--- config.mk ---
export PLATFORM = sky130hd
export DESIGN_NAME = load_store_unit
export DESIGN_NICKNAME = d
export VERILOG_FILES = /design/src/rtl/lsu_pkg.sv /design/src/rtl/lsu_align.sv /design/src/rtl/load_store_unit.sv
export SDC_FILE = /design/constraint.sdc
export NUM_CORES = 1
export LEC_CHECK = 0
export ABC_AREA = 1
export BUFFER_PORTS_ARGS = -buffer_cell sky130_fd_sc_hd__buf_2
export CORE_ASPECT_RATIO = 1.25
export CORE_MARGIN = 8
export CORE_UTILIZATION = 35
export CTS_CLUSTER_DIAMETER = 100
export DETAILED_ROUTE_END_ITERATION = 10
export SLEW_MARGIN = 5
export SYNTH_ARGS = -nofsm -noshare
export SYNTH_HDL_FRONTEND = slang
export SYNTH_SLANG_ARGS = --single-unit
export TNS_END_PERCENT = 30
--- constraint.sdc ---
create_clock -name clk -period 3.6 [get_ports clk]
set_input_delay 0.72 -clock clk [delete_from_list [all_inputs] [get_ports clk]]
set_output_delay 0.72 -clock clk [all_outputs]
set_load 0.1 [all_outputs]
--- src/rtl/lsu_pkg.sv ---
// lsu_pkg: shared FSM states, funct3 encodings and byte-strobe constants for the load/store unit
package lsu_pkg;
    typedef enum logic [1:0] {IDLE, REQ, WAIT, RESP} state_e;
    localparam logic [2:0] F3_B  = 3'b000;
    localparam logic [2:0] F3_H  = 3'b001;
    localparam logic [2:0] F3_W  = 3'b010;
    localparam logic [2:0] F3_BU = 3'b100;
    localparam logic [2:0] F3_HU = 3'b101;
    localparam logic [3:0] STRB_B = 4'b0001;
    localparam logic [3:0] STRB_H = 4'b0011;
    localparam logic [3:0] STRB_W = 4'b1111;
endpackage

--- src/rtl/lsu_align.sv ---
// lsu_align: request legality check, store lane steering/strobes and load byte extraction with extension
module lsu_align
    import lsu_pkg::*;
(
    input  logic        req_we,
    input  logic [2:0]  req_funct3,
    input  logic [1:0]  req_off,
    input  logic [31:0] req_wdata,
    output logic        req_err,
    output logic [3:0]  st_strb,
    output logic [31:0] st_wdata,
    input  logic [2:0]  ld_funct3,
    input  logic [1:0]  ld_off,
    input  logic [31:0] ld_word,
    output logic [31:0] ld_data
);
    logic        illegal;
    logic        misal;
    logic [31:0] sh;

    always_comb begin
        illegal  = req_we ? (req_funct3 > F3_W) : (req_funct3 == 3'b011 || req_funct3[2:1] == 2'b11);
        misal    = (req_funct3[1:0] == 2'b01 && req_off[0]) || (req_funct3[1:0] == 2'b10 && req_off != 2'b00);
        req_err  = illegal | misal;
        st_strb  = !req_we ? 4'b0000 :
                   req_funct3[1:0] == 2'b00 ? STRB_B << req_off :
                   req_funct3[1:0] == 2'b01 ? STRB_H << req_off : STRB_W;
        st_wdata = req_funct3[1:0] == 2'b00 ? {4{req_wdata[7:0]}} :
                   req_funct3[1:0] == 2'b01 ? {2{req_wdata[15:0]}} : req_wdata;
        sh       = ld_word >> {ld_off, 3'b000};
        ld_data  = ld_funct3 == F3_B  ? {{24{sh[7]}}, sh[7:0]} :
                   ld_funct3 == F3_H  ? {{16{sh[15]}}, sh[15:0]} :
                   ld_funct3 == F3_BU ? {24'b0, sh[7:0]} :
                   ld_funct3 == F3_HU ? {16'b0, sh[15:0]} : sh;
    end
endmodule

--- src/rtl/load_store_unit.sv ---
// load_store_unit: multi-cycle load/store FSM between execute stage and a handshaked data-memory bus
module load_store_unit
    import lsu_pkg::*;
#(
    parameter int unsigned TIMEOUT_CYCLES = 255,
    parameter int unsigned XLEN           = 32
) (
    input  logic            clk,
    input  logic            rst,
    input  logic            req_valid,
    output logic            req_ready,
    input  logic            req_we,
    input  logic [2:0]      req_funct3,
    input  logic [XLEN-1:0] req_addr,
    input  logic [XLEN-1:0] req_wdata,
    output logic            resp_valid,
    output logic [XLEN-1:0] resp_rdata,
    output logic            resp_err,
    output logic            mem_req_valid,
    input  logic            mem_req_ready,
    output logic [XLEN-1:0] mem_addr,
    output logic            mem_we,
    output logic [3:0]      mem_wstrb,
    output logic [XLEN-1:0] mem_wdata,
    input  logic            mem_rsp_valid,
    input  logic [XLEN-1:0] mem_rdata,
    input  logic            mem_rsp_err
);
    state_e      state_q, state_d;
    logic        we_q, we_d;
    logic [2:0]  funct3_q, funct3_d;
    logic [31:0] addr_q, addr_d;
    logic [31:0] wdata_q, wdata_d;
    logic [3:0]  wstrb_q, wstrb_d;
    logic [31:0] rdata_q, rdata_d;
    logic        err_q, err_d;
    logic [31:0] cnt_q, cnt_d;
    logic        a_err;
    logic [3:0]  a_strb;
    logic [31:0] a_wdata;
    logic [31:0] ld_data;

    lsu_align u_align (
        .req_we    (req_we),
        .req_funct3(req_funct3),
        .req_off   (req_addr[1:0]),
        .req_wdata (req_wdata),
        .req_err   (a_err),
        .st_strb   (a_strb),
        .st_wdata  (a_wdata),
        .ld_funct3 (funct3_q),
        .ld_off    (addr_q[1:0]),
        .ld_word   (mem_rdata),
        .ld_data   (ld_data)
    );

    always_comb begin
        state_d  = state_q;
        we_d     = we_q;
        funct3_d = funct3_q;
        addr_d   = addr_q;
        wdata_d  = wdata_q;
        wstrb_d  = wstrb_q;
        rdata_d  = rdata_q;
        err_d    = err_q;
        cnt_d    = cnt_q;
        case (state_q)
            IDLE: if (req_valid) begin
                we_d     = req_we;
                funct3_d = req_funct3;
                addr_d   = req_addr;
                wdata_d  = a_wdata;
                wstrb_d  = a_strb;
                rdata_d  = 32'b0;
                err_d    = a_err;
                state_d  = a_err ? RESP : REQ;
            end
            REQ: if (mem_req_ready) begin
                state_d = WAIT;
                cnt_d   = 32'b0;
            end
            WAIT: if (mem_rsp_valid) begin
                state_d = RESP;
                err_d   = mem_rsp_err;
                rdata_d = (we_q | mem_rsp_err) ? 32'b0 : ld_data;
            end else if (TIMEOUT_CYCLES != 0 && cnt_q == TIMEOUT_CYCLES - 1) begin
                state_d = RESP;
                err_d   = 1'b1;
                rdata_d = 32'b0;
            end else begin
                cnt_d = cnt_q + 32'd1;
            end
            default: state_d = IDLE;
        endcase
    end

    always_ff @(posedge clk) begin
        if (rst) begin
            state_q  <= IDLE;
            we_q     <= 1'b0;
            funct3_q <= 3'b0;
            addr_q   <= 32'b0;
            wdata_q  <= 32'b0;
            wstrb_q  <= 4'b0;
            rdata_q  <= 32'b0;
            err_q    <= 1'b0;
            cnt_q    <= 32'b0;
        end else begin
            state_q  <= state_d;
            we_q     <= we_d;
            funct3_q <= funct3_d;
            addr_q   <= addr_d;
            wdata_q  <= wdata_d;
            wstrb_q  <= wstrb_d;
            rdata_q  <= rdata_d;
            err_q    <= err_d;
            cnt_q    <= cnt_d;
        end
    end

    assign req_ready     = state_q == IDLE;
    assign mem_req_valid = state_q == REQ;
    assign mem_addr      = {addr_q[31:2], 2'b00};
    assign mem_we        = mem_req_valid & we_q;
    assign mem_wstrb     = mem_req_valid ? wstrb_q : 4'b0;
    assign mem_wdata     = wdata_q;
    assign resp_valid    = state_q == RESP;
    assign resp_rdata    = resp_valid ? rdata_q : 32'b0;
    assign resp_err      = resp_valid & err_q;
endmodule

## After elaboration in Yosys (flattened, before gate mapping)

Index checks and enable logic that the tools add are counted.

| operators by class | value |
|---|---|
| $add $sub $neg | 1 |
| magnitude comparators | 1 |
| equality and inequality tests | 16 |
| shift-type cells | 3 |
| multiplexer cells | 31 |
| bitwise operators | 4 |
| reductions and logical operators | 14 |

Operators by type and width:

| operator | number |
|---|---|
| $mux 32 | 14 |
| $pmux 32 s2 | 2 |
| $add 32x1->32 const B | 1 |
| $eq 32x8->1 const B | 1 |
| $shr 32x5->32 | 1 |
| $mux 4 | 4 |
| $mux 2 | 5 |
| $eq 2x2->1 const B | 4 |
| $eq 3x3->1 const B | 2 |
| $ne 2x2->1 const B | 3 |
| $pmux 2 s3 | 1 |
| $reduce_and 3->1 | 2 |
| $reduce_bool 2->1 | 3 |
| $eq 2x1->1 const B | 2 |
| $logic_not 2->1 | 2 |
| $mux 1 | 4 |
| $reduce_and 4->1 | 1 |
| $shl 1x2->4 const A | 1 |
| $shl 2x2->4 const A | 1 |
| $eq 3x1->1 const B | 1 |
| $eq 3x2->1 const B | 1 |
| $gt 3x2->1 const B | 1 |
| $logic_not 3->1 | 1 |
| $ne 3x3->1 const B | 1 |
| 7 further kinds | 11 |

| storage, ports and cells | value |
|---|---|
| bits in registers | 139 |
| input bits | 106 |
| output and inout port bits | 105 |
| word-level logic and storage cells | 79 |

## Logic depth before layout (Yosys ltp)

Gate-level depths: netlist of the first run.

| depth | value |
|---|---|
| depth in word-level cells | 8 |
| mapped depth | 13 |
| depth with buffers taken out | 12 |

## Cells and area by module

Synthesis of the first run repeated with hierarchy kept, for this count alone.

| unflattened totals | value |
|---|---|
| cell total of the unflattened synthesis | 1449 |
| area total of the unflattened synthesis | 8615.8 um2 |

Modules (own cells, without submodules):

| module | instances | cells an instance | area each (um2) | seq. area each (um2) |
|---|---|---|---|---|
| load_store_unit | 1 | 1162 | 7218.2 | 2782.7 |
| lsu_align | 1 | 287 | 1397.6 | 0.0 |

## Least setup slack after synthesis of the first run

No wires, ideal clock.

| timing path | value |
|---|---|
| path kind | reg-to-output |
| start point | register state_q[0] |
| end point | output resp_rdata[10] |
| arrival | 2.369 ns |
| data required time | 2.880 ns |
| setup slack | 0.511 ns |
| cell stages (with the launch flop) | 6 |
| path buffers | 2 |
| cell sequence | dfxtp_1 > ha_1 > clkbuf_1 > clkbuf_1 > nand2_1 > inv_1 |

| between the ends | value |
|---|---|
| word-level cells in the longest chain between the ends | 2 |

RTL lines:

| item | line | RTL |
|---|---|---|
| from (decl) | load_store_unit.sv:29 | `state_e state_q, state_d;` |
| from (signal assigned) | load_store_unit.sv:109 | `state_q <= state_d;` |
| $eq 2x2->1 | load_store_unit.sv:127 | `assign resp_valid = state_q == RESP;` |
| via resp_valid | load_store_unit.sv:16 | `output logic resp_valid,` |
| $mux 32 | load_store_unit.sv:128 | `assign resp_rdata = resp_valid ? rdata_q : 32'b0;` |
| to (decl) | load_store_unit.sv:17 | `output logic [XLEN-1:0] resp_rdata,` |

The timed path passes the listed nets, and every way through them passes these cells.

## Final worst setup path of the first run

| timing path | value |
|---|---|
| start point | register state_q[1] |
| end point | output resp_rdata[24] |

| between the ends | value |
|---|---|
| word-level cells in the longest chain between the ends | 2 |

RTL lines:

| item | line |
|---|---|
| $eq 2x2->1 | load_store_unit.sv:127 |
| $mux 32 | load_store_unit.sv:128 |

No other way between the ends.

==> results.sh, run 1 <==
export IMPL_status="complete, no violations"
export IMPL_worstSetupPathType="reg -> out"
export IMPL_drc_errors=0
export IMPL_cts_htree_levels=4
export IMPL_yosysSeqAreaShare=0.336
export IMPL_hold_path_depth=2
export IMPL_post_dp_cell_area_sq_um=9250
export IMPL_layout_commonest_cell="nand2_1"
export IMPL_firstDrtPassIters=4
export IMPL_synthTopCellsByArea="dfxtp_1 34%, nand2_1 18%, nor2_1 9.9%"
export IMPL_crit_path_top_delay_cell="buf_2"
export IMPL_p_sw_frac=0.546
export IMPL_viasPerCell=4.79
export IMPL_cts_setup_buffers=0
export IMPL_combPwrFrac=0.541
export IMPL_intPower_uw=3830
export IMPL_seq_power_share=0.255
export IMPL_drive_above_1_share=0.183
export IMPL_clock_fmax_ghz=0.367
export IMPL_power_density_nw_per_um2=859
export IMPL_grt_pass1_vias=8809
export IMPL_yosys_warnings=0
export IMPL_finalNetCount=1619
export IMPL_globalRouteMet1Util=0.216
export IMPL_grt_pass1_wl_um=45100
export IMPL_design_core_area_sq_um=23500
export IMPL_grt_use_met3=0.0811
export IMPL_hpwl_um=20500
export IMPL_cp_cell_sequence="ha_1, buf_4, nand2_1, inv_1, buf_2"
export IMPL_holdBufCountCts=0
export IMPL_dieArea_sq_um=28900
export IMPL_antenna_left=0
export IMPL_netlist_area_sq_um=8280
export IMPL_port_buffers=208
export IMPL_grtUsageTotal=0.192
export IMPL_antenna_found_initial=3
export IMPL_synth_mux_area_frac=0
export IMPL_overflow=0
export IMPL_clk_path_buf_depth=2
export IMPL_final_cell_mix="399 x nand2_1, 219 x nor2_1, 208 x buf_2"
export IMPL_yosys_area_share_simple=0.352
export IMPL_hold_viol_final=0
export IMPL_boundaryPins=211
export IMPL_grt_max_degree=58
export IMPL_routed_via_count=8663
export IMPL_n_fill_cell=2582
export IMPL_critPathLaunchType="flop"
export IMPL_r2r_cells=10
export IMPL_fin_area_sq_um=9820
export IMPL_final_min_period_over_clock_period=0.757
export IMPL_vdd_ir_drop_worst_mv=0.572
export IMPL_syn_inst=1363
export IMPL_initial_core_util=0.352
export IMPL_synth_seq_cells=139
export IMPL_synthArstFlopShare=0
export IMPL_rsz0062_at_grt="no"
export IMPL_die_h_um=188
export IMPL_maxCapViolations=0
export IMPL_yosys_area_top_type="dfxtp_1"
export IMPL_globalplace_congestion=0.900
export IMPL_cts_resized_gates=0
export IMPL_fin_setup_tns_ns=0
export IMPL_syn_avg_cell_area_sq_um=6.07
export IMPL_arrival_ns=2.00
export IMPL_insertion_delay_ns=0.42
export IMPL_slew_viol_final=0
export IMPL_clk_transition_reported_paths_ns=0.07
export IMPL_synth_compound_area_frac=0.135
export IMPL_cts_tree="built"
export IMPL_grt_busiest_layer="met2"
export IMPL_synth_flop_cell="dfxtp_1"
export IMPL_route_detailed_wl_per_inst_um=15.2
export IMPL_yosys_area_top_type_share=0.336
export IMPL_clock_skew_final_ns=0.0101
export IMPL_area_growth_pct=18.6
export IMPL_numCtsBuffers=17
export IMPL_synth_top_family_by_area="simple AND/OR/NAND/NOR gates"
export IMPL_yosys_area_share_adder=0.0151
export IMPL_hold_path_class="reg -> reg"
export IMPL_clock_sinks=139
export IMPL_cp_required_ns=2.88
export IMPL_routed_wl_um=27400
export IMPL_synth_edff_count=0
export IMPL_pwr_share_clk=0.204
export IMPL_worst_slew_pin_transition_ns=1.12
export IMPL_yosysUniqueCellTypes=37
export IMPL_root_buffer="clkbuf_16"
export IMPL_fp_dieW_um=154
export IMPL_synth_xor_area_frac=0.0148
export IMPL_maxSlewHeadroom=0.251
export IMPL_period_needed_ns=2.72
export IMPL_cp_end_kind="output port"
export IMPL_row_count=63
export IMPL_power_leakage_uw=0.00500
export IMPL_finalSetupViolCount=0
export IMPL_cp_max_fo=34
export IMPL_grt_use_met2=0.320
export IMPL_max_stage_delay_ns=0.42
export IMPL_drt_iter0_drc=353
export IMPL_p_sw_uw=4600
## flip-flops by register name (all words and copies together) (netlist names), 2 cells and up
register / flops
cnt_q: 32
state_q: 2
mem_wdata: 32
addr_q: 32
rdata_q: 32
funct3_q: 3
wstrb_q: 4
## kinds of logic after synthesis
logic type / after synthesis
xor+xnor: 14
flops: 139
buf+inv: 272
compound gates: 204
fa+ha+maj: 10
simple gates: 723
other cells: 1
## Yosys cell counts, types with 3 or more instances
cell	instances
xor2_1	8
a31oi_1	12
buf_2	16
nand2_1	400
a211oi_1	8
buf_4	34
a21oi_2	4
o21ai_0	84
nor2_2	3
dfxtp_1	139
buf_6	6
o211ai_1	9
nand3_2	3
clkbuf_1	46
nand3_1	76
inv_2	5
xnor2_1	6
nand4_1	10
ha_1	10
a21oi_1	83
o221ai_1	3
inv_1	163
nor2_1	219
## layer usage
| layer | wire, um | vias up | part of all wire |
|---|---|---|---|
| met4 | 620 | 4 | 0.023 |
| met1 | 11700 | 3887 | 0.43 |
| met5 | 28 | - | 0.0010 |
| met3 | 2430 | 41 | 0.089 |
| met2 | 12700 | 242 | 0.46 |
| li1 | - | 4489 | - |
## per-stage QoR
step                      utilization  worst slack (ns)  hold slack, ns  std cells  total power, uW
final                           0.418             0.876           0.475       1809             8430
after global placement          0.394              1.04           0.456       1776             6740
after detailed placement        0.394             0.981           0.467       1776             6750
after global routing            0.418             0.739           0.496       1808             9020
after floorplan                     -             0.511           0.440       1364             6000
after CTS                       0.418             0.826           0.480       1808             8510
## worst paths after layout
check,startpoint,to,slack (ns)
setup / recovery,state_q[1]$_SDFFE_PP0P_,resp_rdata[24],0.88
hold / removal,wstrb_q[0]$_SDFFE_PP0P_,wstrb_q[0]$_SDFFE_PP0P_,0.48
setup reg to reg,state_q[0]$_SDFFE_PP0P_,rdata_q[27]$_SDFFE_PP0P_,0.99
hold reg to reg,wstrb_q[0]$_SDFFE_PP0P_,wstrb_q[0]$_SDFFE_PP0P_,0.48
## cell type report
| type | instances | area [sq um] | share of cell area |
|---|---|---|---|
| tap | 292 | 365 | 0.0372 |
| multi-input combinational | 953 | 4290 | 0.437 |
| clock buffer | 18 | 429 | 0.0437 |
| inverter | 169 | 634 | 0.0646 |
| sequential | 139 | 2780 | 0.283 |
| antenna | 1 | 2.50 | 0.000255 |
| timing repair buffer | 223 | 1180 | 0.120 |
| clock inverter | 14 | 136 | 0.0139 |
## power groups by stage
stage	Sequential (uW)	Combinational (uW)	Clock, uW
2_1_floorplan	2800	3200	0
3_5_place_dp	2180	4580	0
4_1_cts	2150	4590	1770
3_3_place_gp	2170	4570	0
6_report	2150	4560	1720
5_1_grt	2200	4990	1830
## critical path, delay by kind of cell (launching register included)
kind | cells | cell delay [ns]
AND/OR/NAND/NOR | 1 | 0.16
flip-flops | 1 | 0.37
adder cells (fa/ha/maj) | 1 | 0.19
buffers and inverters | 3 | 0.84
Note: power is estimated with default switching activity, not from simulation.
==> run 2, diff against run 1 <==
==> constraint.sdc (replaced) <==
create_clock -name clk -period 2.45 [get_ports clk]
set_input_delay 0.49 -clock clk [delete_from_list [all_inputs] [get_ports clk]]
set_output_delay 0.49 -clock clk [all_outputs]
set_load 0.1 [all_outputs]
==> run 2 against run 1 <==
Critical path depth unchanged. Non-clock buffer count up 13. Power grew 50%. Sequential share of layout area is 1.9 points lower. Via count fell by 1.2%. Clock power grew 52%. Global-route usage is 1.5 points lower. Worst setup slack worse by 0.66 ns. Critical endpoint is now mem_wstrb[1].
==> results.sh, run 2 (synthesized netlist as in run 1, its figures left out) <==
export IMPL_status="complete, no violations"
export IMPL_cts_resized_gates=0
export IMPL_power_leakage_uw=0.00500
export IMPL_numCtsBuffers=17
export IMPL_worstSetupPathType="reg -> out"
export IMPL_critPathLaunchType="flop"
export IMPL_firstDrtPassIters=5
export IMPL_design_core_area_sq_um=23500
export IMPL_root_buffer="clkbuf_16"
export IMPL_n_antenna_cell=0
export IMPL_power_density_nw_per_um2=1200
export IMPL_regArea_sq_um=2780
export IMPL_grt_pass1_vias=8560
export IMPL_grt_pass1_wl_um=42200
export IMPL_area_growth_pct=27.0
export IMPL_drive_above_1_share=0.202
export IMPL_final_cells=1820
export IMPL_dieArea_sq_um=28900
export IMPL_clock_fmax_ghz=0.447
export IMPL_row_count=63
export IMPL_clk_path_buf_depth=2
export IMPL_overflow=0
export IMPL_clock_sinks=139
export IMPL_worst_slew_pin_transition_ns=0.629
export IMPL_hold_viol_final=0
export IMPL_drt_iter0_drc=392
export IMPL_hold_path_class="in -> reg"
export IMPL_cts_setup_buffers=0
export IMPL_maxCapViolations=0
export IMPL_hold_start="req_addr[26]"
export IMPL_vdd_ir_drop_worst_mv=0.706
export IMPL_final_util=0.448
export IMPL_multiInputGateArea_sq_um=4290
export IMPL_viasPerCell=4.70
export IMPL_final_min_period_over_clock_period=0.913
export IMPL_die_h_um=188
export IMPL_antenna_left=0
export IMPL_cp_required_ns=1.96
export IMPL_grtUsageTotal=0.177
export IMPL_arrival_ns=1.75
export IMPL_period_needed_ns=2.24
export IMPL_final_cell_mix="400 x nand2_1, 219 x nor2_1, 175 x buf_2"
export IMPL_cp_end_kind="output port"
export IMPL_finalSetupViolCount=0
export IMPL_reg2reg_from="state_q[0]$_SDFFE_PP0P_"
export IMPL_fp_dieW_um=154
export IMPL_layout_commonest_cell="nand2_1"
export IMPL_n_fill_cell=2501
export IMPL_hpwl_um=19600
export IMPL_cts_htree_levels=4
export IMPL_clk_transition_reported_paths_ns=0.07
export IMPL_antenna_found_initial=4
export IMPL_maxSlewHeadroom=0.576
export IMPL_cts_tree="built"
export IMPL_route_detailed_wl_per_inst_um=14.1
export IMPL_rsz0062_at_grt="no"
export IMPL_cp_max_fo=7
export IMPL_clock_skew_final_ns=0.0131
export IMPL_drc_errors=0
export IMPL_grt_max_degree=54
export IMPL_globalplace_congestion=0.892
export IMPL_routed_wl_um=25700
export IMPL_finalNetCount=1632
export IMPL_slew_viol_final=0
export IMPL_routed_via_count=8559
export IMPL_holdBufCountCts=0
export IMPL_cp_startpoint="state_q[1]$_SDFFE_PP0P_"
export IMPL_placedCellCount=1789
export IMPL_insertion_delay_ns=0.43
export IMPL_initial_core_util=0.352
export IMPL_p_total_uw=12600
export IMPL_port_buffers=208
export IMPL_boundaryPins=211
[run 2: cell count changes in the layout (fill, tap and decap cells not counted), sizes merged]
cell / previous run / this run
diode: 1 / 0
clkbuf: 18 / 17
buf: 223 / 236
inv: 175 / 160
bufinv: 1 / 2
clkinvlp: 5 / 19
[run 2: path summary, 6_finish.rpt]
path	to	slack [ns]	cells after the start
setup / recovery	mem_wstrb[1]	0.21	5
setup reg to reg	rdata_q[23]$_SDFFE_PP0P_	0.41	8
hold / removal	addr_q[26]$_SDFFE_PP0P_	0.31	3
hold reg to reg	addr_q[14]$_SDFFE_PP0P_	0.47	2
[run 2: worst max-delay path, stage by stage (launching register included)]
cell	delay, ns
dfxtp_1	0.33
inv_1	0.10
ha_1	0.31
nand2_1	0.09
inv_1	0.08
buf_2	0.42
[run 2: power breakdown]
part,internal [uW],switching [uW]
Combinational,1590,5280
Clock,1520,1100
Sequential,2830,329
Total,5940,6700
[run 2: final cells by class]
cell class | instances | share of cell area
repair buffers | 236 | 0.171
clock inverters | 14 | 0.0151
well taps | 292 | 0.0347
inverters | 169 | 0.0664
clock buffers | 17 | 0.0405
multi-input cells | 953 | 0.408
flip-flops and latches | 139 | 0.265
[run 2: metrics by stage]
step / setup TNS [ns] / setup slack (ns) / cell area [sq um] / hold slack, ns
detailed placement: 0 / 0.408 / 9930 / 0.461
global placement: 0 / 0.464 / 9930 / 0.457
CTS: 0 / 0.190 / 10500 / 0.298
finish: 0 / 0.214 / 10500 / 0.313
global route: 0 / 0.114 / 10500 / 0.317
floorplan: -3.10 / -0.119 / 8350 / 0.440
[run 2: per-layer routing]
layer  track usage  part of all wire
met2         0.294              0.46
met1         0.202              0.44
met5             0            0.0019
met3        0.0682             0.080
met4        0.0634             0.022
